==> src/rtl/wino_pkg.sv <==
`default_nettype none
// ============================================================================
// Module  : wino_pkg
// Brief   : Shared types and constants for the Winograd F(2x2,3x3) datapath.
// Rev     : 1.0  initial release
// ============================================================================
package wino_pkg;

  localparam int WINO_TILE_ROWS      = 4;
  localparam int WINO_TILE_STRIDE    = 2;
  localparam int WINO_DEFAULT_ADDR_W = 8;

  typedef enum logic [1:0] {
    IDLE     = 2'd0,
    ISSUE_LO = 2'd1,
    ISSUE_HI = 2'd2,
    DONE     = 2'd3
  } wino_state_e;

endpackage
`default_nettype wire

==> src/rtl/data_addr_gen_sat_counter.sv <==
`default_nettype none
// ============================================================================
// Module  : sat_counter
// Brief   : Up-counter with synchronous clear that saturates at all-ones.
// Rev     : 1.0  initial release
// ============================================================================
module sat_counter #(
  parameter int WIDTH = 16
) (
  input  logic             clk,
  input  logic             reset,
  input  logic             clear,
  input  logic             inc,
  output logic [WIDTH-1:0] count
);

  always_ff @(posedge clk) begin
    if (reset || clear) begin
      count <= '0;
    end else if (inc && (count != '1)) begin
      count <= count + WIDTH'(1);
    end
  end

endmodule
`default_nettype wire

==> src/rtl/data_addr_gen.sv <==
`default_nettype none
// ============================================================================
// Module  : data_addr_gen
// Brief   : Dual-port row-address generator walking a feature map in
//           Winograd F(2x2,3x3) tile order. Optional perf counters are
//           enabled with the DATA_ADDR_GEN_PERF_EN macro.
// Rev     : 1.0  initial release
// ============================================================================
module data_addr_gen
  import wino_pkg::*;
#(
  parameter int ADDR_W = WINO_DEFAULT_ADDR_W,
  parameter int CNT_W  = 8
) (
  input  logic              clk,
  input  logic              reset,
  input  logic              scan_enable,
  input  logic              start_in,
  input  logic [ADDR_W-1:0] cfg_base_addr_in,
  input  logic [CNT_W-1:0]  cfg_num_rows_in,
  input  logic [CNT_W-1:0]  cfg_num_ch_in,
  input  logic              addr_ready_in,
  output logic [ADDR_W-1:0] addr_1_out,
  output logic [ADDR_W-1:0] addr_2_out,
  output logic              addr_1_valid_out,
  output logic              addr_2_valid_out,
  output logic              tile_last_out,
  output logic              ch_last_out,
  output logic              busy_out,
  output logic              done_out
`ifdef DATA_ADDR_GEN_PERF_EN
  ,
  output logic [15:0]       stall_cnt_out,
  output logic [15:0]       issue_cnt_out
`endif
);

  wino_state_e       r_state;
  logic [ADDR_W-1:0] r_base;
  logic [ADDR_W-1:0] r_ch_off;
  logic [CNT_W-1:0]  r_num_rows;
  logic [CNT_W-1:0]  r_tiles_m1;
  logic [CNT_W-1:0]  r_ch_m1;
  logic [CNT_W-1:0]  r_t;
  logic [CNT_W-1:0]  r_c;

  logic              w_start;
  logic [CNT_W-1:0]  w_tiles;
  logic [ADDR_W-1:0] w_next_ch_row;
  logic              w_tile_last_next;
  logic              w_ch_last_next;

  assign w_start = (r_state == IDLE) && start_in && !scan_enable;

  // Fewer than one full 4-row tile means nothing to issue; odd H drops a row.
  assign w_tiles = (cfg_num_rows_in < CNT_W'(WINO_TILE_ROWS)) ? '0 :
                   ((cfg_num_rows_in - CNT_W'(WINO_TILE_STRIDE)) >> 1);

  assign w_next_ch_row    = r_base + r_ch_off + ADDR_W'(r_num_rows);
  assign w_tile_last_next = (r_t == r_tiles_m1);
  assign w_ch_last_next   = w_tile_last_next && (r_c == r_ch_m1);

  always_ff @(posedge clk) begin
    if (reset) begin
      r_state          <= IDLE;
      r_base           <= '0;
      r_ch_off         <= '0;
      r_num_rows       <= '0;
      r_tiles_m1       <= '0;
      r_ch_m1          <= '0;
      r_t              <= '0;
      r_c              <= '0;
      addr_1_out       <= '0;
      addr_2_out       <= '0;
      addr_1_valid_out <= 1'b0;
      addr_2_valid_out <= 1'b0;
      tile_last_out    <= 1'b0;
      ch_last_out      <= 1'b0;
      busy_out         <= 1'b0;
      done_out         <= 1'b0;
    end else begin
      case (r_state)
        IDLE: begin
          done_out <= 1'b0;
          if (w_start) begin
            r_base     <= cfg_base_addr_in;
            r_num_rows <= cfg_num_rows_in;
            r_tiles_m1 <= w_tiles - CNT_W'(1);
            r_ch_m1    <= cfg_num_ch_in - CNT_W'(1);
            r_t        <= '0;
            r_c        <= '0;
            r_ch_off   <= '0;
            busy_out   <= 1'b1;
            if ((w_tiles == '0) || (cfg_num_ch_in == '0)) begin
              r_state  <= DONE;
              done_out <= 1'b1;
            end else begin
              r_state          <= ISSUE_LO;
              addr_1_out       <= cfg_base_addr_in;
              addr_2_out       <= cfg_base_addr_in + ADDR_W'(1);
              addr_1_valid_out <= 1'b1;
              addr_2_valid_out <= 1'b1;
            end
          end
        end

        ISSUE_LO, ISSUE_HI: begin
          if (scan_enable) begin
            r_state          <= IDLE;
            addr_1_valid_out <= 1'b0;
            addr_2_valid_out <= 1'b0;
            tile_last_out    <= 1'b0;
            ch_last_out      <= 1'b0;
            busy_out         <= 1'b0;
          end else if (addr_ready_in) begin
            if (r_state == ISSUE_LO) begin
              r_state       <= ISSUE_HI;
              addr_1_out    <= addr_1_out + ADDR_W'(WINO_TILE_STRIDE);
              addr_2_out    <= addr_2_out + ADDR_W'(WINO_TILE_STRIDE);
              tile_last_out <= w_tile_last_next;
              ch_last_out   <= w_ch_last_next;
            end else begin
              tile_last_out <= 1'b0;
              ch_last_out   <= 1'b0;
              if (!w_tile_last_next) begin
                // The HI pair of tile t is already the LO pair of tile t+1.
                r_state <= ISSUE_LO;
                r_t     <= r_t + CNT_W'(1);
              end else if (r_c != r_ch_m1) begin
                r_state    <= ISSUE_LO;
                r_t        <= '0;
                r_c        <= r_c + CNT_W'(1);
                r_ch_off   <= r_ch_off + ADDR_W'(r_num_rows);
                addr_1_out <= w_next_ch_row;
                addr_2_out <= w_next_ch_row + ADDR_W'(1);
              end else begin
                r_state          <= DONE;
                addr_1_valid_out <= 1'b0;
                addr_2_valid_out <= 1'b0;
                done_out         <= 1'b1;
              end
            end
          end
        end

        DONE: begin
          r_state  <= IDLE;
          done_out <= 1'b0;
          busy_out <= 1'b0;
        end

        default: r_state <= IDLE;
      endcase
    end
  end

`ifdef DATA_ADDR_GEN_PERF_EN
  sat_counter #(.WIDTH(16)) u_stall_cnt (
    .clk   (clk),
    .reset (reset),
    .clear (w_start),
    .inc   (addr_1_valid_out && !addr_ready_in),
    .count (stall_cnt_out)
  );

  sat_counter #(.WIDTH(16)) u_issue_cnt (
    .clk   (clk),
    .reset (reset),
    .clear (w_start),
    .inc   (addr_1_valid_out && addr_ready_in && !scan_enable),
    .count (issue_cnt_out)
  );
`else
`endif

endmodule
`default_nettype wire
==> config.mk <==
export PLATFORM = sky130hd
export DESIGN_NAME = data_addr_gen
export DESIGN_NICKNAME = d
export VERILOG_FILES = /design/src/rtl/wino_pkg.sv /design/src/rtl/data_addr_gen_sat_counter.sv /design/src/rtl/data_addr_gen.sv
export SDC_FILE = /design/constraint.sdc
export NUM_CORES = 1
export LEC_CHECK = 0
export CAP_MARGIN = 20
export CORE_ASPECT_RATIO = 1.75
export CORE_MARGIN = 1
export CORE_UTILIZATION = 52
export DETAILED_ROUTE_END_ITERATION = 16
export GPL_TIMING_DRIVEN = 0
export PLACE_DENSITY = 0.77
export SLEW_MARGIN = 25
export SYNTH_ARGS = -nofsm -noshare
export SYNTH_HDL_FRONTEND = slang
export SYNTH_HIERARCHICAL = 1
export SYNTH_SLANG_ARGS = --single-unit
==> constraint.sdc <==
create_clock -name clk -period 3.1 [get_ports clk]
set_input_delay 0.31 -clock clk [delete_from_list [all_inputs] [get_ports clk]]
set_output_delay 0.31 -clock clk [all_outputs]
set_load 0.05 [all_outputs]
* Word level (Yosys, flattened, before mapping)
Cells that the tools add are included.
** Storage, ports and cells
- RAM bits :: 0
- Bits of input ports :: 29
- Bits in registers :: 79
- Bits in latches :: 0
- Word-level logic and storage cells :: 139
- Bits in read-only memories :: 0
- Memories :: 0
** Cells by class
- Divide/modulo/power cells :: 0
- Multiplexer cells :: 69
- Order comparisons :: 1
- Reductions and logical operators :: 20
- Shift-type cells :: 0
- Add/subtract/negate cells :: 12
- Eq/ne operators :: 22
- Bitwise logic cells :: 0
- $mul :: 0
** Operators with widths (number)
- $mux W8 :: 30
- $pmux W8 S2 :: 5
- $add A8 B1 Y8 const B :: 4
- $add A8 B8 Y8 :: 3
- $mux W1 :: 22
- $ne A3 B3 Y1 const B :: 7
- $reduce_and A7 Y1 :: 3
- $ne A2 B2 Y1 const B :: 9
- $add A8 B2 Y8 const B :: 2
- $eq A8 B8 Y1 :: 2
- $logic_not A8 Y1 :: 2
- $mux W2 :: 7
- $lt A8 B3 Y1 const B :: 1
- $ne A8 B8 Y1 :: 1
- $reduce_and A2 Y1 :: 4
- $sub A7 B1 Y8 const B :: 1
- $sub A8 B1 Y8 const B :: 1
- $sub A8 B2 Y8 const B :: 1
- $mux W7 :: 1
- $pmux W1 S3 :: 2
- $pmux W2 S3 :: 1
- $reduce_and A6 Y1 :: 1
- $reduce_and A5 Y1 :: 1
- $eq A2 B2 Y1 const B :: 2
- other kinds (8) :: 11

* Longest topological paths before layout
Gate-level depths: netlist of the first run.
- Depth after elaboration :: 9
- Mapped depth :: 12
- Depth with buffers taken out :: 11

* Least setup slack after synthesis of the first run
No wires, ideal clock.
- Path kind :: register to register
- Start :: reg r_ch_off[3]
- End :: reg addr_2_out[7]
- Required time :: 2.967 ns
- Library setup time :: 0.133 ns
- Stages on the path, launching flop included :: 10
- Path slack :: 0.201 ns
- Buffers on the path :: 0
- Data arrival time :: 2.767 ns
- Cells stage by stage :: dfxtp_1 fa_1 ha_1 or2_2 and3_1 o311ai_0 nand3_1 xnor2_1 o311ai_1 a21oi_1
** Between the ends
- Longest elaborated chain between the ends :: 9
** RTL lines
- start, declared :: line data_addr_gen.sv:40 : logic [ADDR_W-1:0] r_ch_off;
- start signal, assigned :: line data_addr_gen.sv:133 : r_ch_off <= r_ch_off + ADDR_W'(r_num_rows);
- $add A8 B8 Y8 (2 in series) :: line data_addr_gen.sv:59 : assign w_next_ch_row = r_base + r_ch_off + ADDR_W'(r_num_rows);
- $add A8 B1 Y8 :: line data_addr_gen.sv:135 : addr_2_out <= w_next_ch_row + ADDR_W'(1);
- $mux W8 :: line data_addr_gen.sv:129 : end else if (r_c != r_ch_m1) begin
- $mux W8 :: line data_addr_gen.sv:125 : if (!w_tile_last_next) begin
- $mux W8 :: line data_addr_gen.sv:116 : if (r_state == ISSUE_LO) begin
- $mux W8 :: line data_addr_gen.sv:115 : end else if (addr_ready_in) begin
- $mux W8 :: line data_addr_gen.sv:108 : if (scan_enable) begin
- $pmux W8 S2 :: line data_addr_gen.sv:82 : case (r_state)
- end signal, assigned :: line data_addr_gen.sv:100 : addr_2_out <= cfg_base_addr_in + ADDR_W'(1);
- end signal, assigned :: line data_addr_gen.sv:119 : addr_2_out <= addr_2_out + ADDR_W'(WINO_TILE_STRIDE);
- end signal, assigned :: line data_addr_gen.sv:135
- end, declared :: line data_addr_gen.sv:24 : output logic [ADDR_W-1:0] addr_2_out,
No other way between the ends. The select of a mux whose other input is x is not followed.
A chain may end at the register's enable or synchronous reset.

* Worst setup path after layout of the first run
- Start :: reg r_num_rows[3]
- End :: reg addr_2_out[7]
** Between the ends
- Longest elaborated chain between the ends :: 8
** RTL lines
- start, declared :: line data_addr_gen.sv:41 : logic [CNT_W-1:0] r_num_rows;
- start signal, assigned :: line data_addr_gen.sv:87 : r_num_rows <= cfg_num_rows_in;
- $add A8 B8 Y8 :: line data_addr_gen.sv:59
- $add A8 B1 Y8 :: line data_addr_gen.sv:135
- $mux W8 :: line data_addr_gen.sv:129
- $mux W8 :: line data_addr_gen.sv:125
- $mux W8 :: line data_addr_gen.sv:116
- $mux W8 :: line data_addr_gen.sv:115
- $mux W8 :: line data_addr_gen.sv:108
- $pmux W8 S2 :: line data_addr_gen.sv:82
No other way between the ends. The select of a mux whose other input is x is not followed.

==> impl_metrics.ini, run 1 <==
[worst_setup_path]
endpoint = addr_2_out[7]
cp_slowest_cell = fa_1
crit_family = adder cells
cp.arrival_ps = 3190
r2r_start = r_num_rows[3]
path_class = flip-flop to flip-flop
cp.depth = 9
cp_max_fo = 3
rr_worst_depth = 9
slowest_delay_ps = 440
critPathLaunch = r_num_rows[3]
reg2reg_to = addr_2_out[7]
startpoint_type = flip-flop
path_buf_inv = 0
crit_chain = fa_1 -> ha_1 -> or2_2 -> and3_1 -> o311ai_4 -> nand3_1 -> xnor2_1 -> o311ai_2 -> a21oi_1
end_kind = flip-flop
ff2ff_setup_slack_ps = 110
required_ps = 3290

[floorplanning]
core_region_area_sq_mm = 0.00947
die_w_um = 76.8
rows = 47
start_util_pct = 53.8
pin_count = 51
die_height_um = 133
die_area_sq_mm = 0.0102

[final_layout]
final_cell_mix = dfxtp_1, nand2_1, nor2_1
num-nets-final = 749
areaGrowthSynthToFinish_pct = 18.3
num_antenna_cells = 0
final_area_sq_mm = 0.00602
multiInputGateArea_sq_mm = 0.00333
final_common_cell = dfxtp_1
regArea_sq_mm = 0.00158
finish.utilization_pct = 63.6
fin_cells = 806
fillCellCount = 803
drive_gt1_share_pct = 5.85

[placement]
dpl_cell_area_sq_mm = 0.00572
dp_slack_ps = -473
globalplace.congestion = 0.949
dp_hpwl_um = 10200
portBuffers = 47
dp.cells = 793

[power_and_ir_drop]
peakVddDrop_v = 0.000511
swShare_pct = 45.5
seq_power_share_pct = 27.7
power_frac_comb_pct = 53.7
p_leak_nw = 2.29
power_mw = 5.03
power.internal_mw = 2.74
switchingPower_mw = 2.28
p_per_area_mw_per_mm2 = 834
p_clk_share_pct = 18.6

[outcome]
outcome = completed

[route]
drtPass1Iterations = 5
dr_total_vias = 4823
viasPerCell = 5.98
drt-initial-drc-count = 282
drc = 0
antenna_left = 0
detail_route.wl_per_cell_um = 16.5
routed_wl_um = 13300

[cts]
cts.sinks = 79
htree_levels = 3
cts_root_buffer = clkbuf_16
clkTransAtPathRegs_ps = 60
cts-buffers-inserted = 9
cts_tree = built
cts_buffer_depth = 2
clock_latency_ps = 330

[synthesis]
syn_area_sq_mm = 0.00509
synthCells = 624
ys_ff_latch = 79
synth-edff-count = 0
synthDistinctLibCells = 58
synth-main-ff-cell = dfxtp_1
async_flop_share_pct = 0
avgSynthCellArea_sq_um = 8.16
seq_area_frac_synth_pct = 31.1
synthesis.nets = 691
yosysWarningCount = 6

[timing]
fmax_ghz = 0.334
hold_slack_ps = 334
post-route-period-util_pct = 96.6
rsz0062_at_grt = yes
clock_skew_ps = 7.31
finalHoldViolCount = 0
setup_violations = 0
tns_ps = 0
slew_violations = 0
final.setup.worst_slack_ps = 106
tightest_slew_ps = 1060
min_period_ps = 2990
relSlewSlack_pct = 28.6

[hold_path]
holdPathStages = 3
worst_hold_path_type = input port to flip-flop

[grt]
grt_use_total_pct = 26.6
grt_max_degree = 12
grt_pass1_wl_um = 21800
overflow = 0
grt_pass1_vias = 4675
antenna_found_initial = 0

[job]
maxCapViolCount = 0
-- power by group through the flow --
| stage | Clock (mW) | Sequential (mW) | Combinational [mW] |
|---|---|---|---|
| 3_5_place_dp | 0 | 1.41 | 2.59 |
| 6_report | 0.933 | 1.39 | 2.70 |
| 3_3_place_gp | 0 | 1.40 | 2.53 |
| 5_1_grt | 0.997 | 1.42 | 2.90 |
| 2_1_floorplan | 0 | 1.69 | 1.60 |
| 4_1_cts | 0.942 | 1.39 | 2.63 |
-- worst register-to-register path, delay by kind of cell, from the launching register on --
kind / cells / cell delay [ps]
compound gates: 3 / 790
fa+ha+maj: 2 / 780
simple gates: 3 / 740
flops: 1 / 390
xor+xnor: 1 / 170
-- state kept, by name, summed over array words and instances, names as in the netlist --
name,cells
ch_last_out,1
r_ch_m1,8
addr_2_out,8
tile_last_out,1
r_state,2
addr_1_out,8
done_out,1
r_num_rows,8
r_ch_off,8
addr_2_valid_out,1
r_base,8
r_tiles_m1,8
r_c,8
r_t,8
busy_out,1
-- worst min-delay path by stage --
stage | from | to | slack, ps
2_1_floorplan | cfg_num_ch_in[0] | r_ch_m1[0] | 410
3_3_place_gp | tile_last_out | tile_last_out | 440
3_5_place_dp | tile_last_out | tile_last_out | 450
4_1_cts | cfg_num_rows_in[5] | r_num_rows[5] | 340
5_1_grt | cfg_num_rows_in[5] | r_num_rows[5] | 340
6_report | cfg_num_rows_in[5] | r_num_rows[5] | 330
-- final cells by class --
type / instances / area share (%)
repair buffers: 48 / 7.93
flip-flops and latches: 79 / 26.3
clock buffers: 11 / 4.03
plain buffers: 30 / 2.26
inverters: 24 / 1.50
clock inverters: 2 / 0.166
multi-input cells: 490 / 55.3
well taps: 122 / 2.53
-- synthesized netlist by cell type, types with 2 or more instances --
| master | instances | area, sq um |
|---|---|---|
| dfxtp_1 | 79 | 1580 |
| nand2_1 | 76 | 285 |
| nor2_1 | 64 | 240 |
| a21oi_1 | 49 | 245 |
| xnor2_1 | 37 | 324 |
| xor2_1 | 37 | 324 |
| ha_1 | 29 | 363 |
| inv_1 | 24 | 90.1 |
| clkbuf_1 | 23 | 86.3 |
| o21ai_0 | 18 | 90.1 |
| nand4_1 | 17 | 106 |
| a211oi_1 | 14 | 105 |
| and3_1 | 13 | 81.3 |
| nand3_1 | 12 | 60.1 |
| a31oi_1 | 10 | 62.6 |
| nand2b_1 | 10 | 62.6 |
| o211ai_1 | 10 | 75.1 |
| fa_1 | 9 | 180 |
| mux2i_1 | 8 | 80.1 |
| nor3_1 | 8 | 40.0 |
| nor4_1 | 6 | 37.5 |
| o21ai_1 | 5 | 25.0 |
| or2_2 | 5 | 31.3 |
| buf_2 | 4 | 20.0 |
| nor3b_1 | 4 | 30.0 |
| o22ai_1 | 4 | 25.0 |
| a211oi_2 | 3 | 37.5 |
| a311oi_1 | 3 | 26.3 |
| nor2b_1 | 3 | 18.8 |
| a211o_1 | 2 | 17.5 |
| a21boi_0 | 2 | 15.0 |
| a221oi_1 | 2 | 17.5 |
| a22o_1 | 2 | 17.5 |
| and4_1 | 2 | 17.5 |
| buf_6 | 2 | 22.5 |
| nand3b_1 | 2 | 15.0 |
| o211a_1 | 2 | 20.0 |
| o21bai_1 | 2 | 15.0 |
| o221ai_1 | 2 | 17.5 |
| or4_1 | 2 | 15.0 |
-- kinds of logic after synthesis --
kind of cell | synth area share [%]
and+or+nand+nor | 21.2
AOI/OAI and AO/OA | 18.1
DFF | 31.1
xor gates and xnor gates | 12.7
buffers and inverters | 4.52
adders and majority gates | 10.7
muxes | 1.79
-- routing by layer --
| metal | vias up | part of all wire (%) | global-route usage (%) |
|---|---|---|---|
| li1 | 2294 | - | - |
| met1 | 2298 | 39 | 28.7 |
| met2 | 186 | 53 | 49.6 |
| met3 | 45 | 4.6 | 4.41 |
| met4 | 0 | 3.5 | 12.1 |
| met5 | - | 0 | 0 |
-- repair_timing --
| action | CTS | global route |
|---|---|---|
| gates resized for setup | 3 | 6 |
| buffers inserted | 1 | 0 |
| hold buffers | 0 | 0 |
| setup endpoints to repair | 12 | 10 |
| pin swaps | 1 | 1 |
| hold endpoints to repair | 0 | 0 |
Power figures use the tool's default switching activity.
==> run 2, diff against run 1 <==
==> constraint.sdc (replaced) <==
create_clock -name clk -period 3.1 [get_ports clk]
set_input_delay 0.93 -clock clk [delete_from_list [all_inputs] [get_ports clk]]
set_output_delay 0.93 -clock clk [all_outputs]
set_load 0.05 [all_outputs]
==> impl_metrics.ini, run 2 (synthesized netlist as in run 1, its figures left out) <==
[route]
detail_route.wl_per_cell_um = 16.3
wl_met3_um = 549
dr_total_vias = 4746
wl_met1_um = 5240
drc = 0
top_layer = met4
viasPerCell = 5.80
drt-initial-drc-count = 241
drtPass1Iterations = 4
routed_wl_um = 13300
wl_met2_um = 7050
antenna_left = 0

[worst_setup_path]
end_kind = flip-flop
ff2ff_setup_slack_ps = 100
required_ps = 3300
rr_worst_depth = 9
r2r_start = r_ch_off[3]
critPathLaunch = cfg_num_rows_in[4]
path_class = input port to flip-flop
startpoint_type = input port
cp.arrival_ps = 3210
endpoint = addr_1_out[1]
cp_max_fo = 9
reg2reg_to = addr_2_out[7]

[floorplanning]
rows = 47
start_util_pct = 53.8
die_height_um = 133
die_w_um = 76.8
pin_count = 51
core_region_area_sq_mm = 0.00947
die_area_sq_mm = 0.0102

[timing]
relSlewSlack_pct = 29.6
final.setup.worst_slack_ps = 92.4
setup_violations = 0
fmax_ghz = 0.332
clock_skew_ps = 4.78
min_period_ps = 3010
tightest_slew_ps = 1050
post-route-period-util_pct = 97.0
slew_violations = 0
finalHoldViolCount = 0

[final_layout]
drive_gt1_share_pct = 9.34
num_antenna_cells = 0
fin_cells = 818
fillCellCount = 797
final_common_cell = dfxtp_1
areaGrowthSynthToFinish_pct = 21.5
finish.utilization_pct = 65.4
final_cell_mix = dfxtp_1, nand2_1, nor2_1
num-nets-final = 758

[cts]
clock_latency_ps = 340
cts_tree = built
htree_levels = 3
cts-buffers-inserted = 9
cts.sinks = 79
cts_root_buffer = clkbuf_16
cts_buffer_depth = 2
clkTransAtPathRegs_ps = 60
cts_hold_buf = 0

[power_and_ir_drop]
p_leak_nw = 2.37
p_per_area_mw_per_mm2 = 837
peakVddDrop_v = 0.000631

[grt]
grt_use_total_pct = 27.0
grt_max_degree = 13
antenna_found_initial = 0
grt_pass1_wl_um = 21900
grt_pass1_vias = 4698
overflow = 0

[placement]
globalplace.congestion = 0.912
dp_slack_ps = -935
dp_hpwl_um = 10100
dp.cells = 793
portBuffers = 47

[outcome]
outcome = completed

[job]
maxCapViolCount = 0

[hold_path]
worst_hold_path_type = flip-flop to flip-flop
## run 2: changes by cell type in the layout (fill, tap and decap cells not counted), sizes merged
| cell | previous run | this run |
|---|---|---|
| clkinvlp | 0 | 1 |
| buf | 9 | 21 |
| dlygate4sd2 | 0 | 1 |
| clkbuf | 33 | 34 |
| clkdlybuf4s50 | 47 | 42 |
| clkdlybuf4s15 | 0 | 1 |
| clkinv | 2 | 3 |
## run 2: worst min-delay path by stage
stage | endpoint | start | slack [ps] | depth (start not counted)
2_1_floorplan | r_tiles_m1[5] | r_tiles_m1[5] | 450 | 2
3_3_place_gp | tile_last_out | tile_last_out | 440 | 2
3_5_place_dp | ch_last_out | ch_last_out | 440 | 2
4_1_cts | ch_last_out | ch_last_out | 450 | 2
5_1_grt | ch_last_out | ch_last_out | 470 | 2
6_report | ch_last_out | ch_last_out | 450 | 2
## run 2: metrics by stage
| stage | total power, mW | TNS (ps) | hold slack (ps) | area (sq um) |
|---|---|---|---|---|
| after floorplan | 3.30 | -164 | 445 | 5130 |
| after global placement | 3.94 | -18300 | 440 | 5760 |
| after detailed placement | 4.00 | -20530 | 444 | 5760 |
| after CTS | 5.03 | -44.6 | 453 | 6120 |
| after global routing | 5.48 | -31.9 | 473 | 6190 |
| final | 5.18 | 0 | 450 | 6190 |
## run 2: critical path, stage by stage
cell and delay, ps:
buf_12 110, or3_4 370, or4_4 540, nand2b_4 110, buf_4 120, ha_4 130, a311o_1 270, a2111oi_4 100
buf_6 150, buf_4 130, mux2i_1 170, nor2_1 60
## run 2: report_power, final
group          internal (mW)  switching [mW]  leakage (nW)
registers               1.20           0.188         0.644
clock network          0.539           0.414         0.126
logic                   1.11            1.73          1.60
total                   2.85            2.33          2.37
## run 2: per-layer routing
layer  vias up  global-route usage [%]
li1       2325                       -
met2       143                    49.2
met3        38                    4.00
met1      2240                    29.6
met4         0                    14.1
met5         -                       0
## run 2: layout make-up
| cell class | instances | area, sq um | share of cell area, % |
|---|---|---|---|
| Buffer | 29 | 166 | 2.69 |
| Clock buffer | 12 | 236 | 3.82 |
| Clock inverter | 4 | 22.5 | 0.364 |
| Inverter | 24 | 90.1 | 1.46 |
| Multi-Input combinational cell | 490 | 3380 | 54.6 |
| Sequential cell | 79 | 1580 | 25.6 |
| Tap cell | 122 | 153 | 2.47 |
| Timing Repair Buffer | 58 | 558 | 9.02 |
## run 2: timing repair
item / 4_1_cts / 5_1_grt
gates resized for setup: 24 / 16
endpoints found under the hold margin: 0 / 0
buffers inserted: 8 / 2
pin swaps: 10 / 8
endpoints found under the setup margin: 27 / 18
cloned: 0 / 1
==> RTL change 1: new RTL, settings of run 1 <==
Set the parameter `CNT_W` to 6 (it was 8).
--- a/src/rtl/data_addr_gen.sv
+++ b/src/rtl/data_addr_gen.sv
@@ -11,5 +11,5 @@
 #(
   parameter int ADDR_W = WINO_DEFAULT_ADDR_W,
-  parameter int CNT_W  = 8
+  parameter int CNT_W  = 6
 ) (
   input  logic              clk,
Ports: changed (resized cfg_num_ch_in and cfg_num_rows_in); port bits go from 51 to 47. The function was not compared with the original's and may differ.
==> RTL change 1 against run 1 <==
Non-clock buffer count down 5; core utilization up 0.26 points; power down 6.2%; sequential cell count down 10; die area down 8.9%; final area down 8.0%; worst hold slack better by 0.039 ns; routed wire length down 4.2%; cell count down 8.1%; setup slack better by 0.011 ns; via count down 11%; area after synthesis down 9.0%; clock skew down 0.0023 ns; critical path type unchanged; critical endpoint is now addr_2_out[5].
==> RTL change 1: results (changes against run 1) <==
Parameter                              Value

GRT
  Via count of the first global-routing pass ... 4260 (-8.9%)
  Overall routing resource usage ... 29.0% (+2.3 points)
  Wire length of the first global-routing pass ... 20.4 mm (-6.5%)
  Pin count of the biggest net entering global routing ... 11 (-1)
  Grt ovf ... 0 (unchanged)

Cells and area
  Repair and plain buffers ... 73 (-6.4%)
  Finished Layout Cells ... 741 (-8.1%)
  # nets final ... 683 (-8.8%)
  Final design utilization ... 63.9% (+0.26 points)
  Layout non-clock buf frac ... 10.5% (+0.33 points)
  Fillers ... 804 (+0.12%)
  Clock buffer cells ... 13 (+2)
  Clock tree cell share of total cell area ... 4.83% (+0.64 points)
  Layout multi-input combinational cell count ... 445 (-9.2%)
  Register area ... 0.00138 mm2 (-13%)
  Number of inverters outside the clock class in the layout ... 23 (-4.2%)
  Area taken by multi-input logic gates ... 0.00308 mm2 (-7.7%)
  Fraction of final layout cells sized beyond drive strength 1 ... 7.21% (+1.4 points)

Power
  Max IR drop VDD ... 0.000452 V (-12%)
  Leakage power ... 2.10 nW (-8.4%)
  Clock network fraction of design power ... 20.1% (+1.5 points)
  Internal power contribution ... 2.54 mW (-7.4%)
  Power of the clock network ... 0.947 mW (+2%)
  Power Sequential ... 1.22 mW (-12%)

Synth
  Leading post-synthesis cells by instance count ... dfxtp_1, nand2_1, nor2_1
  Top cell type's share of synthesized area ... 29.8% (-1.2 points)
  Average cell area after synthesis ... 8.20 um2 (+0.46%)
  Top area cells in the synthesized netlist ... dfxtp_1, ha_1, xnor2_1
  Sequential-to-total area share from yosys stat ... 29.8% (-1.2 points)
  Distinct cells, synth ... 60 (+3.4%)
  FF+latch count, synth ... 69 (-13%)
  Post-synth net total ... 627 (-9.3%)

Place
  Gpl congestion ... 0.927 (-2.3%)
  PortBufs ... 43 (-8.5%)
  Estimated wirelength of the detail-placed design ... 9.70 mm (-4.6%)
  Placed Area ... 0.00521 mm2 (-8.9%)
  Cell count after placement ... 725 (-8.6%)

Route
  Final routed wirelength across all metal layers ... 12.7 mm (-4.2%)
  Via density ... 5.82 (-2.7%)
  Iteration-0 DRC Markers ... 288 (+2.1%)

Worst hold path
  End point of the most critical hold path ... r_num_rows[2]
  Hold Startpoint ... cfg_num_rows_in[2]

Run status
  Outcome ... complete, no violations

Worst setup path
  Top fanout value on the critical path ... 4 (+1)
  Worst endpoint data arrival time ... 3.24 ns (+0.05 ns)
  First element of the critical path ... r_base[1]
  Capture point of the worst reg-to-reg path ... addr_2_out[5]
  Peak per-stage delay on the critical path ... 0.55 ns (+0.11 ns)

Timing
  Clock Skews ... 0.00505 ns (-0.00226 ns)
  Final cycle utilization of the critical path ... 96.2% (-0.34 points)
  Hold WS ... 0.373 ns (+0.0394 ns)
  Transition time at the pin with the least slew margin ... 0.649 ns (-0.412 ns)

Floorplanning
  Number of standard-cell rows in the floorplan ... 45 (-4.3%)
[RTL change 1: cell count changes after synthesis, sizes merged, moves of 5 or more]
| cell | delta |
|---|---|
| dfxtp | -10 |
| mux2i | +5 |
| nand2 | -13 |
| xor2 | -12 |
| nand3 | +10 |
| a21oi | -7 |
| and3 | -9 |
| nor2 | -7 |
| xnor2 | -8 |
| a31oi | -6 |
| nand4 | -9 |
[RTL change 1: timing repair]
action | 4_1_cts | 5_1_grt
gates cloned | 0 | 0
setup buffers | 2 | 0
endpoints found under the setup margin | 4 | 14
pin swaps | 1 | 0
gates resized for setup | 0 | 10
[RTL change 1: layer usage]
metal	share of wire, %	track usage (%)	vias to the layer above
li1	-	-	2085
met3	4.9	4.21	45
met1	37	29.5	2018
met5	0	0	-
met4	5.1	18.4	0
met2	53	53.1	165
[RTL change 1: cells by family after synthesis]
family,synth area share [%]
adders and majority gates,11.3
DFF,29.8
and+or+nand+nor,21.7
AOI/OAI and AO/OA,19.1
xor gates and xnor gates,10.2
buffers and inverters,4.78
muxes,3.05
==> RTL change 2: new RTL, config.mk and constraints of run 1 <==
Without the edit above. Encoding of `wino_state_e`: now one-hot (4 bits for 4 states).
--- a/src/rtl/wino_pkg.sv
+++ b/src/rtl/wino_pkg.sv
@@ -11,9 +11,9 @@
   localparam int WINO_DEFAULT_ADDR_W = 8;
 
-  typedef enum logic [1:0] {
-    IDLE     = 2'd0,
-    ISSUE_LO = 2'd1,
-    ISSUE_HI = 2'd2,
-    DONE     = 2'd3
+  typedef enum logic [3:0] {
+    IDLE     = 4'b0001,
+    ISSUE_LO = 4'b0010,
+    ISSUE_HI = 4'b0100,
+    DONE     = 4'b1000
   } wino_state_e;
 
Check against the original RTL: no difference found for any inputs over 4 cycles, from zero or initial values and one cycle with reset high; so few cycles prove little.
==> RTL change 2 against run 1 <==
First-iteration DRC count fell by 23%; sequential cell count increased by 2; area after synthesis up 1.9%; cell count rose by 2.1%; setup slack better by 0.041 ns; final area is 2.4% higher; routed wire length rose by 9.5%; critical path type unchanged; critical endpoint is now addr_2_out[5]; highest routed layer unchanged.
Power is not compared: it rests on default switching activity, and its combinational part moved more than twofold at a synthesized area within 25%.
==> RTL change 2: results (changes against run 1) <==
Parameter                              Value

Synth
  Top area cells in the synthesized netlist ... dfxtp_1, xnor2_1, nand2_1
  Distinct cells, synth ... 65 (+12%)
  Area fraction in compound gates after synthesis ... 18.3% (+0.20 points)
  Average cell area after synthesis ... 8.15 um2 (-0.19%)
  Post-synth net total ... 698 (+1.0%)
  Synth Area in Adders ... 9.02% (-1.6 points)

Worst setup path
  Peak per-stage delay on the critical path ... 0.54 ns (+0.10 ns)
  Worst R2R Path Depth ... 12 (+3)
  Startpoint of the lowest-slack register-to-register path ... r_base[1]
  Worst endpoint data arrival time ... 3.16 ns (-0.03 ns)
  Capture point of the worst reg-to-reg path ... addr_2_out[5]

Route
  Via density ... 6.06 (+1.3%)
  Detailed-route wire length per cell ... 17.7 um (+7.3%)

Worst hold path
  End point of the most critical hold path ... r_num_rows[2]
  Hold Startpoint ... cfg_num_rows_in[2]

Place
  Gpl congestion ... 0.941 (-0.83%)
  Placed Area ... 0.00581 mm2 (+1.7%)

GRT
  Wire length of the first global-routing pass ... 23.5 mm (+7.8%)
  GR met2 Demand/Resource ... 53.9% (+4.3 points)
  Met1 GRT Util ... 28.3% (-0.49 points)
  Overall routing resource usage ... 29.3% (+2.6 points)
  Met3 track demand over resource ... 4.97% (+0.55 points)

Clock network
  Cells resized by post-CTS repair ... 2 (-1)

Power
  Power Total ... about 2.9 mW

Timing
  Setup ws final ... 0.148 ns (+0.0415 ns)
  Clock Skews ... 0.00733 ns (+0.0000196 ns)
  Tightest slew margin relative to the limit ... 50.7% (+22 points)

Run status
  Outcome ... complete, no violations

Cells and area
  Fillers ... 862 (+7.3%)
==> RTL change 2: cell count changes in the layout (fill, tap and decap cells not counted), moves of 4 or more <==
cell	before	now
nor3_1	8	14
inv_1	24	16
o21ai_1	5	0
xnor2_1	36	41
nand4_1	17	8
nand3b_1	2	6
nor2_1	64	69
nand3_1	12	23
xor2_1	37	31
a21o_1	1	5
o21ai_0	18	26
a31oi_1	10	4
ha_1	27	23
==> RTL change 2: final cells by class <==
class / instances / area [um2] / share of cell area (%)
Sequential cell: 81 / 1620 / 26.3
Inverter: 17 / 63.8 / 1.03
Buffer: 33 / 159 / 2.58
Clock buffer: 14 / 274 / 4.44
Multi-Input combinational cell: 506 / 3390 / 54.9
Clock inverter: 2 / 35.0 / 0.568
Tap cell: 122 / 153 / 2.47
Timing Repair Buffer: 48 / 478 / 7.75
==> RTL change 2: metal layers <==
metal	share of wire [%]	wire (um)	up-vias
met5	0	0	-
met4	6.9	1010	0
met3	4.3	632	79
met2	53	7650	187
met1	36	5270	2354
li1	-	-	2369
